### src/rtl/accel_host_sequencer_if.sv
`default_nettype none
// ---------------------------------------------------------------------------
// accel_host_sequencer_if : accelerator write/read slave bus
// Rev 1.0 - initial release
// ---------------------------------------------------------------------------
interface accel_host_sequencer_if #(
  parameter int ADDR_W  = 16,
  parameter int DATA_W  = 32,
  parameter int RDATA_W = 32
);
  logic               write_en;
  logic               write_rdy;
  logic [ADDR_W-1:0]  write_addr;
  logic [DATA_W-1:0]  write_data;
  logic               interrupt;
  logic               read_en;
  logic               read_rdy;
  logic [ADDR_W-1:0]  read_addr;
  logic               read_data_rdy;
  logic               read_data_vld;
  logic [RDATA_W-1:0] read_data;

  // Host side drives requests and consumes read data.
  modport master (
    output write_en, write_addr, write_data, read_en, read_addr, read_data_rdy,
    input  write_rdy, interrupt, read_rdy, read_data_vld, read_data
  );

  modport slave (
    input  write_en, write_addr, write_data, read_en, read_addr, read_data_rdy,
    output write_rdy, interrupt, read_rdy, read_data_vld, read_data
  );
endinterface
`default_nettype wire

### src/rtl/accel_host_sequencer.sv
`default_nettype none
// ---------------------------------------------------------------------------
// accel_host_sequencer : streams config, times the job, sweeps activations
// Rev 1.0 - initial release
// ---------------------------------------------------------------------------
module accel_host_sequencer #(
  parameter int ADDR_W    = 16,
  parameter int DATA_W    = 32,
  parameter int RDATA_W   = 32,
  parameter int PE_NUM    = 64,
  parameter int MAX_OUTST = 4
) (
  input  logic                  clk,
  input  logic                  rst,
  input  logic                  start,
  input  logic [11:0]           out_act_no,
  input  logic                  cfg_vld,
  output logic                  cfg_rdy,
  input  logic [ADDR_W-1:0]     cfg_addr,
  input  logic [DATA_W-1:0]     cfg_data,
  input  logic                  cfg_last,
  accel_host_sequencer_if.master acc,
  output logic                  res_vld,
  input  logic                  res_rdy,
  output logic [11:0]           res_idx,
  output logic [15:0]           res_act,
  output logic                  busy,
  output logic                  done,
  output logic [31:0]           exec_cycles
);

  typedef enum logic [2:0] {
    S_IDLE     = 3'd0,
    S_CFG      = 3'd1,
    S_WAIT_INT = 3'd2,
    S_READ     = 3'd3,
    S_DRAIN    = 3'd4,
    S_DONE     = 3'd5
  } state_t;

  localparam logic [5:0] c_PE_LAST   = 6'(PE_NUM - 1);
  localparam logic [3:0] c_MAX_OUTST = 4'(MAX_OUTST);

  state_t              r_state;
  logic [11:0]         r_act_no;
  logic                r_cfg_done;
  logic                r_write_en;
  logic [ADDR_W-1:0]   r_write_addr;
  logic [DATA_W-1:0]   r_write_data;
  logic                r_read_en;
  logic [ADDR_W-1:0]   r_read_addr;
  logic [31:0]         r_exec;
  logic [5:0]          r_pe_idx;
  logic [5:0]          r_act_addr;
  logic [11:0]         r_issued;
  logic [11:0]         r_received;
  logic [3:0]          r_outst;

  logic                w_rd_phase;
  logic                w_cfg_acc;
  logic                w_rd_acc;
  logic                w_issue;
  logic [15:0]         w_raddr16;
  logic [ADDR_W-1:0]   w_raddr;
  logic [3:0]          w_outst_nxt;

  assign w_rd_phase = (r_state == S_READ) || (r_state == S_DRAIN);
  // write_en in the mask limits the config stream to one write every two cycles
  assign cfg_rdy    = (r_state == S_CFG) & acc.write_rdy & ~r_write_en;
  assign w_cfg_acc  = cfg_vld & cfg_rdy;

  assign acc.read_data_rdy = res_rdy & w_rd_phase;
  assign w_rd_acc          = acc.read_data_vld & acc.read_data_rdy;
  assign res_vld           = acc.read_data_vld & w_rd_phase;
  assign res_idx           = acc.read_data[27:16];
  assign res_act           = acc.read_data[15:0];

  assign w_issue = (r_state == S_READ) & acc.read_rdy & ~r_read_en &
                   (r_outst < c_MAX_OUTST) & (r_issued < r_act_no);
  assign w_raddr16   = {r_pe_idx, 4'b0000, r_act_addr};
  assign w_raddr     = ADDR_W'(w_raddr16);
  assign w_outst_nxt = r_outst + 4'(w_issue) - 4'(w_rd_acc);

  assign acc.write_en   = r_write_en;
  assign acc.write_addr = r_write_addr;
  assign acc.write_data = r_write_data;
  assign acc.read_en    = r_read_en;
  assign acc.read_addr  = r_read_addr;
  assign busy           = (r_state != S_IDLE);
  assign done           = (r_state == S_DONE);
  assign exec_cycles    = r_exec;

  always_ff @(posedge clk or negedge rst) begin
    if (!rst) begin
      r_state      <= S_IDLE;
      r_act_no     <= '0;
      r_cfg_done   <= 1'b0;
      r_write_en   <= 1'b0;
      r_write_addr <= '0;
      r_write_data <= '0;
      r_read_en    <= 1'b0;
      r_read_addr  <= '0;
      r_exec       <= '0;
      r_pe_idx     <= '0;
      r_act_addr   <= '0;
      r_issued     <= '0;
      r_received   <= '0;
      r_outst      <= '0;
    end else begin
      r_write_en   <= 1'b0;
      r_write_addr <= '0;
      r_write_data <= '0;
      r_read_en    <= 1'b0;
      r_read_addr  <= '0;
      r_outst      <= w_outst_nxt;
      if (w_rd_acc) r_received <= r_received + 12'd1;

      case (r_state)
        S_IDLE: begin
          if (start) begin
            r_state    <= S_CFG;
            r_act_no   <= out_act_no;
            r_exec     <= '0;
            r_cfg_done <= 1'b0;
            r_pe_idx   <= '0;
            r_act_addr <= '0;
            r_issued   <= '0;
            r_received <= '0;
            r_outst    <= '0;
          end
        end
        S_CFG: begin
          if (w_cfg_acc) begin
            r_write_en   <= 1'b1;
            r_write_addr <= cfg_addr;
            r_write_data <= cfg_data;
            r_cfg_done   <= cfg_last;
          end else if (r_write_en && r_cfg_done) begin
            // Timing starts with the cycle right after the final write
            r_state <= S_WAIT_INT;
            r_exec  <= 32'd1;
          end
        end
        S_WAIT_INT: begin
          if (acc.interrupt) begin
            r_state <= (r_act_no == 12'd0) ? S_DONE : S_READ;
          end else if (r_exec != 32'hFFFF_FFFF) begin
            r_exec <= r_exec + 32'd1;
          end
        end
        S_READ: begin
          if (w_issue) begin
            r_read_en   <= 1'b1;
            r_read_addr <= w_raddr;
            r_issued    <= r_issued + 12'd1;
            if (r_pe_idx == c_PE_LAST) begin
              r_pe_idx   <= '0;
              r_act_addr <= r_act_addr + 6'd1;
            end else begin
              r_pe_idx <= r_pe_idx + 6'd1;
            end
          end
          if (r_issued == r_act_no) r_state <= S_DRAIN;
        end
        S_DRAIN: begin
          if ((r_received == r_act_no) && (r_outst == 4'd0)) r_state <= S_DONE;
        end
        S_DONE:  r_state <= S_IDLE;
        default: r_state <= S_IDLE;
      endcase
    end
  end

endmodule
`default_nettype wire

### src/flat_wrapper.sv
// flat-port wrapper written by rule: the top's interface ports become plain ports
module accel_host_sequencer_flat 
#(
  parameter int ADDR_W    = 16,
  parameter int DATA_W    = 32,
  parameter int RDATA_W   = 32,
  parameter int PE_NUM    = 64,
  parameter int MAX_OUTST = 4
)
  (clk, rst, start, out_act_no, cfg_vld, cfg_rdy, cfg_addr, cfg_data, cfg_last, res_vld, res_rdy, res_idx, res_act, busy, done, exec_cycles, acc_write_en, acc_write_addr, acc_write_data, acc_read_en, acc_read_addr, acc_read_data_rdy, acc_write_rdy, acc_interrupt, acc_read_rdy, acc_read_data_vld, acc_read_data);
  accel_host_sequencer_if #(.ADDR_W(ADDR_W), .DATA_W(DATA_W), .RDATA_W(RDATA_W)) acc_i ();
  input  logic clk;
  input  logic rst;
  input  logic start;
  input  logic [11:0] out_act_no;
  input  logic cfg_vld;
  output logic cfg_rdy;
  input  logic [ADDR_W-1:0] cfg_addr;
  input  logic [DATA_W-1:0] cfg_data;
  input  logic cfg_last;
  output logic res_vld;
  input  logic res_rdy;
  output logic [11:0] res_idx;
  output logic [15:0] res_act;
  output logic busy;
  output logic done;
  output logic [31:0] exec_cycles;
  output wire logic [$bits(acc_i.write_en)-1:0] acc_write_en;
  output wire logic [$bits(acc_i.write_addr)-1:0] acc_write_addr;
  output wire logic [$bits(acc_i.write_data)-1:0] acc_write_data;
  output wire logic [$bits(acc_i.read_en)-1:0] acc_read_en;
  output wire logic [$bits(acc_i.read_addr)-1:0] acc_read_addr;
  output wire logic [$bits(acc_i.read_data_rdy)-1:0] acc_read_data_rdy;
  input wire logic [$bits(acc_i.write_rdy)-1:0] acc_write_rdy;
  input wire logic [$bits(acc_i.interrupt)-1:0] acc_interrupt;
  input wire logic [$bits(acc_i.read_rdy)-1:0] acc_read_rdy;
  input wire logic [$bits(acc_i.read_data_vld)-1:0] acc_read_data_vld;
  input wire logic [$bits(acc_i.read_data)-1:0] acc_read_data;
  assign acc_write_en = acc_i.write_en;
  assign acc_write_addr = acc_i.write_addr;
  assign acc_write_data = acc_i.write_data;
  assign acc_read_en = acc_i.read_en;
  assign acc_read_addr = acc_i.read_addr;
  assign acc_read_data_rdy = acc_i.read_data_rdy;
  assign acc_i.write_rdy = acc_write_rdy;
  assign acc_i.interrupt = acc_interrupt;
  assign acc_i.read_rdy = acc_read_rdy;
  assign acc_i.read_data_vld = acc_read_data_vld;
  assign acc_i.read_data = acc_read_data;
  accel_host_sequencer #(.ADDR_W(ADDR_W), .DATA_W(DATA_W), .RDATA_W(RDATA_W), .PE_NUM(PE_NUM), .MAX_OUTST(MAX_OUTST)) u_core (.clk(clk), .rst(rst), .start(start), .out_act_no(out_act_no), .cfg_vld(cfg_vld), .cfg_rdy(cfg_rdy), .cfg_addr(cfg_addr), .cfg_data(cfg_data), .cfg_last(cfg_last), .acc(acc_i), .res_vld(res_vld), .res_rdy(res_rdy), .res_idx(res_idx), .res_act(res_act), .busy(busy), .done(done), .exec_cycles(exec_cycles));
endmodule
### config.mk
export PLATFORM = sky130hd
export DESIGN_NAME = accel_host_sequencer_flat
export DESIGN_NICKNAME = d
export VERILOG_FILES = /design/src/rtl/accel_host_sequencer_if.sv /design/src/rtl/accel_host_sequencer.sv /design/src/flat_wrapper.sv
export SDC_FILE = /design/constraint.sdc
export NUM_CORES = 1
export LEC_CHECK = 0
export CORE_ASPECT_RATIO = 0.5
export CORE_MARGIN = 5
export CORE_UTILIZATION = 47
export DETAILED_ROUTE_END_ITERATION = 16
export PLACE_DENSITY = 0.81
export SYNTH_ARGS = -nofsm -noshare
export SYNTH_HDL_FRONTEND = slang
export SYNTH_SLANG_ARGS = --single-unit
export TNS_END_PERCENT = 50
### constraint.sdc
create_clock -name clk -period 3.55 [get_ports clk]
set_input_delay 0.8875 -clock clk [delete_from_list [all_inputs] [get_ports clk]]
set_output_delay 0.8875 -clock clk [all_outputs]
set_load 0.02 [all_outputs]
# ---- Yosys cells after proc, flatten, opt, wreduce, memory -nomap -nowiden
# Index checks and enable logic that the tools add are counted.
dict set report word_totals {
  regBits 154
  inputBits 102
  output_inout_bits 131
}
dict set report op_classes {
  addsub 7
  n_lt_le_gt_ge 2
  eq_ne 20
  mux 42
  n_bitwise 12
  n_reduce_logical 16
}
# cell count
set ops {}
lappend ops {{$mux W32} 7}
lappend ops {{$pmux W32 S3} 1}
lappend ops {{$mux W16} 4}
lappend ops {{$mux W12} 5}
lappend ops {{$add A32 B1 Y32 const B} 1}
lappend ops {{$ne A32 B32 Y1 const B} 1}
lappend ops {{$mux W6} 5}
lappend ops {{$add A12 B1 Y12 const B} 2}
lappend ops {{$eq A12 B12 Y1} 2}
lappend ops {{$pmux W12 S2} 1}
lappend ops {{$pmux W6 S2} 2}
lappend ops {{$mux W3} 7}
lappend ops {{$ne A2 B2 Y1 const B} 8}
lappend ops {{$pmux W3 S5} 1}
lappend ops {{$add A6 B1 Y6 const B} 2}
lappend ops {{$logic_not A12 Y1} 1}
lappend ops {{$lt A12 B12 Y1} 1}
lappend ops {{$reduce_and A6 Y1} 2}
lappend ops {{$and A1 B1 Y1} 10}
lappend ops {{$mux W4} 2}
lappend ops {{$eq A3 B2 Y1 const B} 2}
lappend ops {{$eq A3 B3 Y1 const B} 2}
lappend ops {{$eq A6 B6 Y1 const B} 1}
lappend ops {{$mux W1} 6}
lappend ops {{other kinds (16)} 23}

# ---- Longest topological paths before layout
dict set report depth {
  ltp_word 9
  mapped_depth 13
  mapped_depth_nobuf 12
}

# ---- Least setup slack after synthesis
# Ideal clock, no wire load.
dict set report synth_path {
  path_type {input-to-reg}
  startpoint {input port acc_read_rdy}
  endpoint {register u_core.r_outst[2]}
  t_arrival_ns 2.614
  t_required_ns 3.418
  path_slack_ns 0.804
  cell_stages 10
  path_cell_list {nand4bb_1 a211oi_1 nand3_1 inv_1 clkbuf_1 ha_1 inv_1 fa_1 xor2_1 nor2_1}
}
dict set report synth_via {
  elab_chain_cells 8
}
# item line_no
set synth_lines {}
lappend synth_lines {{start, declared} flat_wrapper.sv:36} ;# input wire logic [$bits(acc_i.read_rdy)-1:0] acc_read_rdy;
lappend synth_lines {{$and A1 B1 Y1 (*) (3 in series)} accel_host_sequencer.sv:78} ;# assign w_issue = (r_state == S_READ) & acc.read_rdy & ~r_read_en &
lappend synth_lines {{$and A1 B1 Y1 (*)} accel_host_sequencer.sv:79} ;# (r_outst < c_MAX_OUTST) & (r_issued < r_act_no);
lappend synth_lines {{$add A4 B1 Y4 (*)} accel_host_sequencer.sv:82} ;# assign w_outst_nxt = r_outst + 4'(w_issue) - 4'(w_rd_acc);
lappend synth_lines {{$sub A4 B1 Y4 (*)} accel_host_sequencer.sv:82}
lappend synth_lines {{$mux W4} accel_host_sequencer.sv:120} ;# if (start) begin
lappend synth_lines {{$mux W4 (*)} accel_host_sequencer.sv:118} ;# case (r_state)
lappend synth_lines {{end signal, assigned} accel_host_sequencer.sv:115} ;# r_outst <= w_outst_nxt;
lappend synth_lines {{end, declared} accel_host_sequencer.sv:57} ;# logic [3:0] r_outst;
# Every way passes the cells marked *; elsewhere a longest branch is shown, timed or not.
# A chain may end at the register's enable or synchronous reset.

# ---- Worst setup path in the final report
dict set report layout_path {
  startpoint {register u_core.r_state[0]}
  endpoint {output port res_vld}
}
dict set report layout_via {
  elab_chain_cells 3
  word_cells_on_any_way 4
}
# item line_no
set layout_lines {}
lappend layout_lines {{start, declared} accel_host_sequencer.sv:44} ;# state_t r_state;
lappend layout_lines {{start signal, assigned} accel_host_sequencer.sv:146} ;# r_state <= (r_act_no == 12'd0) ? S_DONE : S_READ;
lappend layout_lines {{$eq A3 B2 Y1 / $eq A3 B3 Y1 (equally long branches)} accel_host_sequencer.sv:67} ;# assign w_rd_phase = (r_state == S_READ) || (r_state == S_DRAIN);
lappend layout_lines {{$logic_or A1 B1 Y1 (*)} accel_host_sequencer.sv:67}
lappend layout_lines {{$and A1 B1 Y1 (*)} accel_host_sequencer.sv:74} ;# assign res_vld = acc.read_data_vld & w_rd_phase;
lappend layout_lines {{end, declared} flat_wrapper.sv:21} ;# output logic res_vld;
# Marks and branches as above.

==> run metrics <==
Final HPWL DP 13.9 mm; GRT Overall Usage 21.2%; non-filler cells, final 1115; Yosys cell types 61; routed vias 6206; Crit. End Element output port; via/cell ratio 5.57; largest net degree at the start of global routing 72; number of synthesized flops with an enable pin 0; # IOs 233; Critical-path top delay cell clkdlybuf4s50_1; status finished, final reports clean; crit path capture res_vld; Initial Utilization 48.1%; total CTS buffers 17; reg-to-reg setup timing slack 0.84 ns; total gr overflow 0; share of layout cells above drive strength 1 7.46%; PortBufs 168; sequential fraction of the synthesis area 50.5%; Required @ worst endpoint 2.66 ns; # rows 32; CP max stage delay 0.62 ns; buffers plus inverters on the worst setup path 2; Hold Violations, Final 0; hold_buf cts 0; Iteration-0 DRC Markers 349; CTS-repair resized insts 0; Levels on crit path 4; DR DRC count 0; post-layout min period 3.26 ns; r2r endpoint u_core.r_act_addr[2]; clk sinks 150; post-synthesis async set-or-reset flop share 100%; Detailed Route WL 19.6 mm; dpl cells 1083; Root Buffer clkbuf_16; worst path arrival time 2.38 ns; final clock skew 0.0133 ns; period utilisation layout 91.9%; max-slew violations 0; pwr dens 584 nW/µm²; vias in the first global route 6357; Die H 98.9 µm; Yosys reg bits 150; Setup Viol. Count Final 0; RSZ-0062 raised after global routing no; core footprint 15500 µm²; CTS Buffer Depth 2; worst slew pin tran 1.14 ns; MaxCap Viol Count 0; delay-heaviest family, CP buffers and inverters; Crit Path Max Fanout 19; antenna cells 0; wire per inst 17.6 µm; htree depth 4; first-pass GRT wire length 32.2 mm; setup_tns 0 ns; DRT Pass-1 Iters 5; CP Launch Type register; dominant synthesized flop cell dfrtp_1; Max-slew headroom 23.5%; Area Growth Syn to Fin 30.7%; number of antenna violations at the first check in global routing 0; syn_area_per_cell 9.80 µm²; Setup crit start u_core.r_state[0]; yosys warns 0; number of nets in the layout 1023; Die ar. 18600 µm²; Clk Latency, worst-skew pair 0.42 ns; worst-path cell chain nor3b_1 > o21ai_0 > inv_1 > clkdlybuf4s50_1; Fmax achieved 306 MHz; Leakage Power 4.33 nW; Antenna Violating Nets Remaining 0; r2r startpoint u_core.r_act_no[3]; RD Place Congestion 0.820; fillers 1213; Worst Hold Class in2async; worst IR drop on VDD 0.524 mV; Syn Inst Count 758; Post-CTS Setup Repair Bufs 0; die width 188 µm; critical path type reg2out; R2R cell count 8; Worst-path clk slew 0.06 ns; Post-Syn Area 7430 µm²; CTS tree built; hold slack 0.455 ns
[cells by family (layout without fill, tap and decap cells)]
logic type               count (synthesis)  after routing  synth area share (%)
AO/OA/AOI/OAI                          158            158                  13.3
buffers and inverters                   96            246                  6.86
XOR/XNOR                                24             24                  2.83
other                                    1              4                0.0505
adder cells (fa/ha/maj)                 23             23                  3.98
flip-flops                             150            150                  50.5
AND/OR/NAND/NOR                        305            305                  22.3
multiplexers                             1              1                 0.135
[metrics by stage]
| stage | setup slack (ns) | utilization, % | total power [mW] | area, µm² |
|---|---|---|---|---|
| 2_1_floorplan | 0.804 | - | 3.28 | 7440 |
| 3_3_place_gp | 0.478 | 59.0 | 3.77 | 9120 |
| 3_5_place_dp | 0.475 | 59.0 | 3.86 | 9120 |
| 4_1_cts | 0.293 | 62.8 | 5.68 | 9710 |
| 5_1_grt | 0.135 | 62.8 | 5.99 | 9710 |
| 6_report | 0.287 | 62.8 | 5.67 | 9710 |
[placed cells by master, fill, tap and decap left out, types with 6 or more instances in the layout]
master             n
nor2_1            50
xor2_1            11
o31ai_1           10
o21ai_0           71
a21oi_2            8
nand4_1           22
clkbuf_16         17
and2_1            65
o41ai_1            6
and4_1             6
buf_4             10
a21oi_1           26
nor4_1             7
ha_1              22
nor3_1            10
xnor2_1           13
and3_1            11
inv_1             34
clkdlybuf4s50_1  167
a31oi_1            9
nand3_1           34
dfrtp_1          150
nand2_1           66
[Yosys cell counts (6+ instances only)]
master,n,area [µm²]
nor3_1,10,50.1
a21oi_1,26,130
inv_1,34,128
nand3_1,34,170
nand4_1,22,138
ha_1,22,275
a21oi_2,8,70.1
xor2_1,11,96.3
buf_4,32,240
and2_1,65,407
and3_1,11,68.8
xnor2_1,13,114
o21ai_0,71,355
dfrtp_1,150,3750
o41ai_1,6,52.6
o31ai_1,10,75.1
and4_1,6,52.6
nor2_1,50,188
a31oi_1,9,56.3
clkbuf_1,24,90.1
nand2_1,66,248
nor4_1,7,43.8
[report_power, final]
part	leakage, nW	switching [mW]	total, mW	internal (mW)
registers	2.05	0.246	2.17	1.92
logic	1.99	1.00	1.70	0.703
clock network	0.283	0.774	1.80	1.02
[area by class of cell]
cell class | instances | area (µm²) | area share (%)
Clock buffer | 19 | 453 | 4.67
Timing Repair Buffer | 180 | 1800 | 18.5
Inverter | 34 | 128 | 1.31
Sequential cell | 150 | 3750 | 38.7
Clock inverter | 13 | 135 | 1.39
Multi-Input combinational cell | 515 | 3180 | 32.8
Tap cell | 204 | 255 | 2.63
[sequential cells by signal, summed over array words and instances (netlist names), 3 cells and up]
name / count
u_core.r_state: 3
u_core.r_received: 12
u_core.exec_cycles: 32
u_core.r_outst: 4
u_core.acc.write_data: 32
u_core.r_act_no: 12
u_core.r_pe_idx: 6
u_core.r_issued: 12
u_core.r_act_addr: 6
u_core.acc.read_addr: 12
u_core.acc.write_addr: 16
[per-layer routing]
metal,vias to the layer above,wire (µm),track usage (%)
li1,2900,-,-
met1,3023,8150,26.1
met2,206,9920,37.2
met3,77,996,3.79
met4,0,591,8.91
met5,-,0,0
[how the worst min path moves through the flow]
stage / depth (start not counted) / slack [ns] / to / from
after floorplan: 1 / 0.45 / u_core.r_pe_idx[5] / u_core.r_pe_idx[5]
after detailed placement: 1 / 0.49 / u_core.exec_cycles[17] / u_core.exec_cycles[17]
after global routing: 1 / 0.53 / u_core.acc.read_addr[12] / rst
final: 1 / 0.46 / u_core.acc.read_addr[12] / rst
after global placement: 1 / 0.49 / u_core.exec_cycles[30] / u_core.exec_cycles[30]
after CTS: 1 / 0.50 / u_core.acc.read_addr[11] / rst
(Power assumes the default switching activity.)
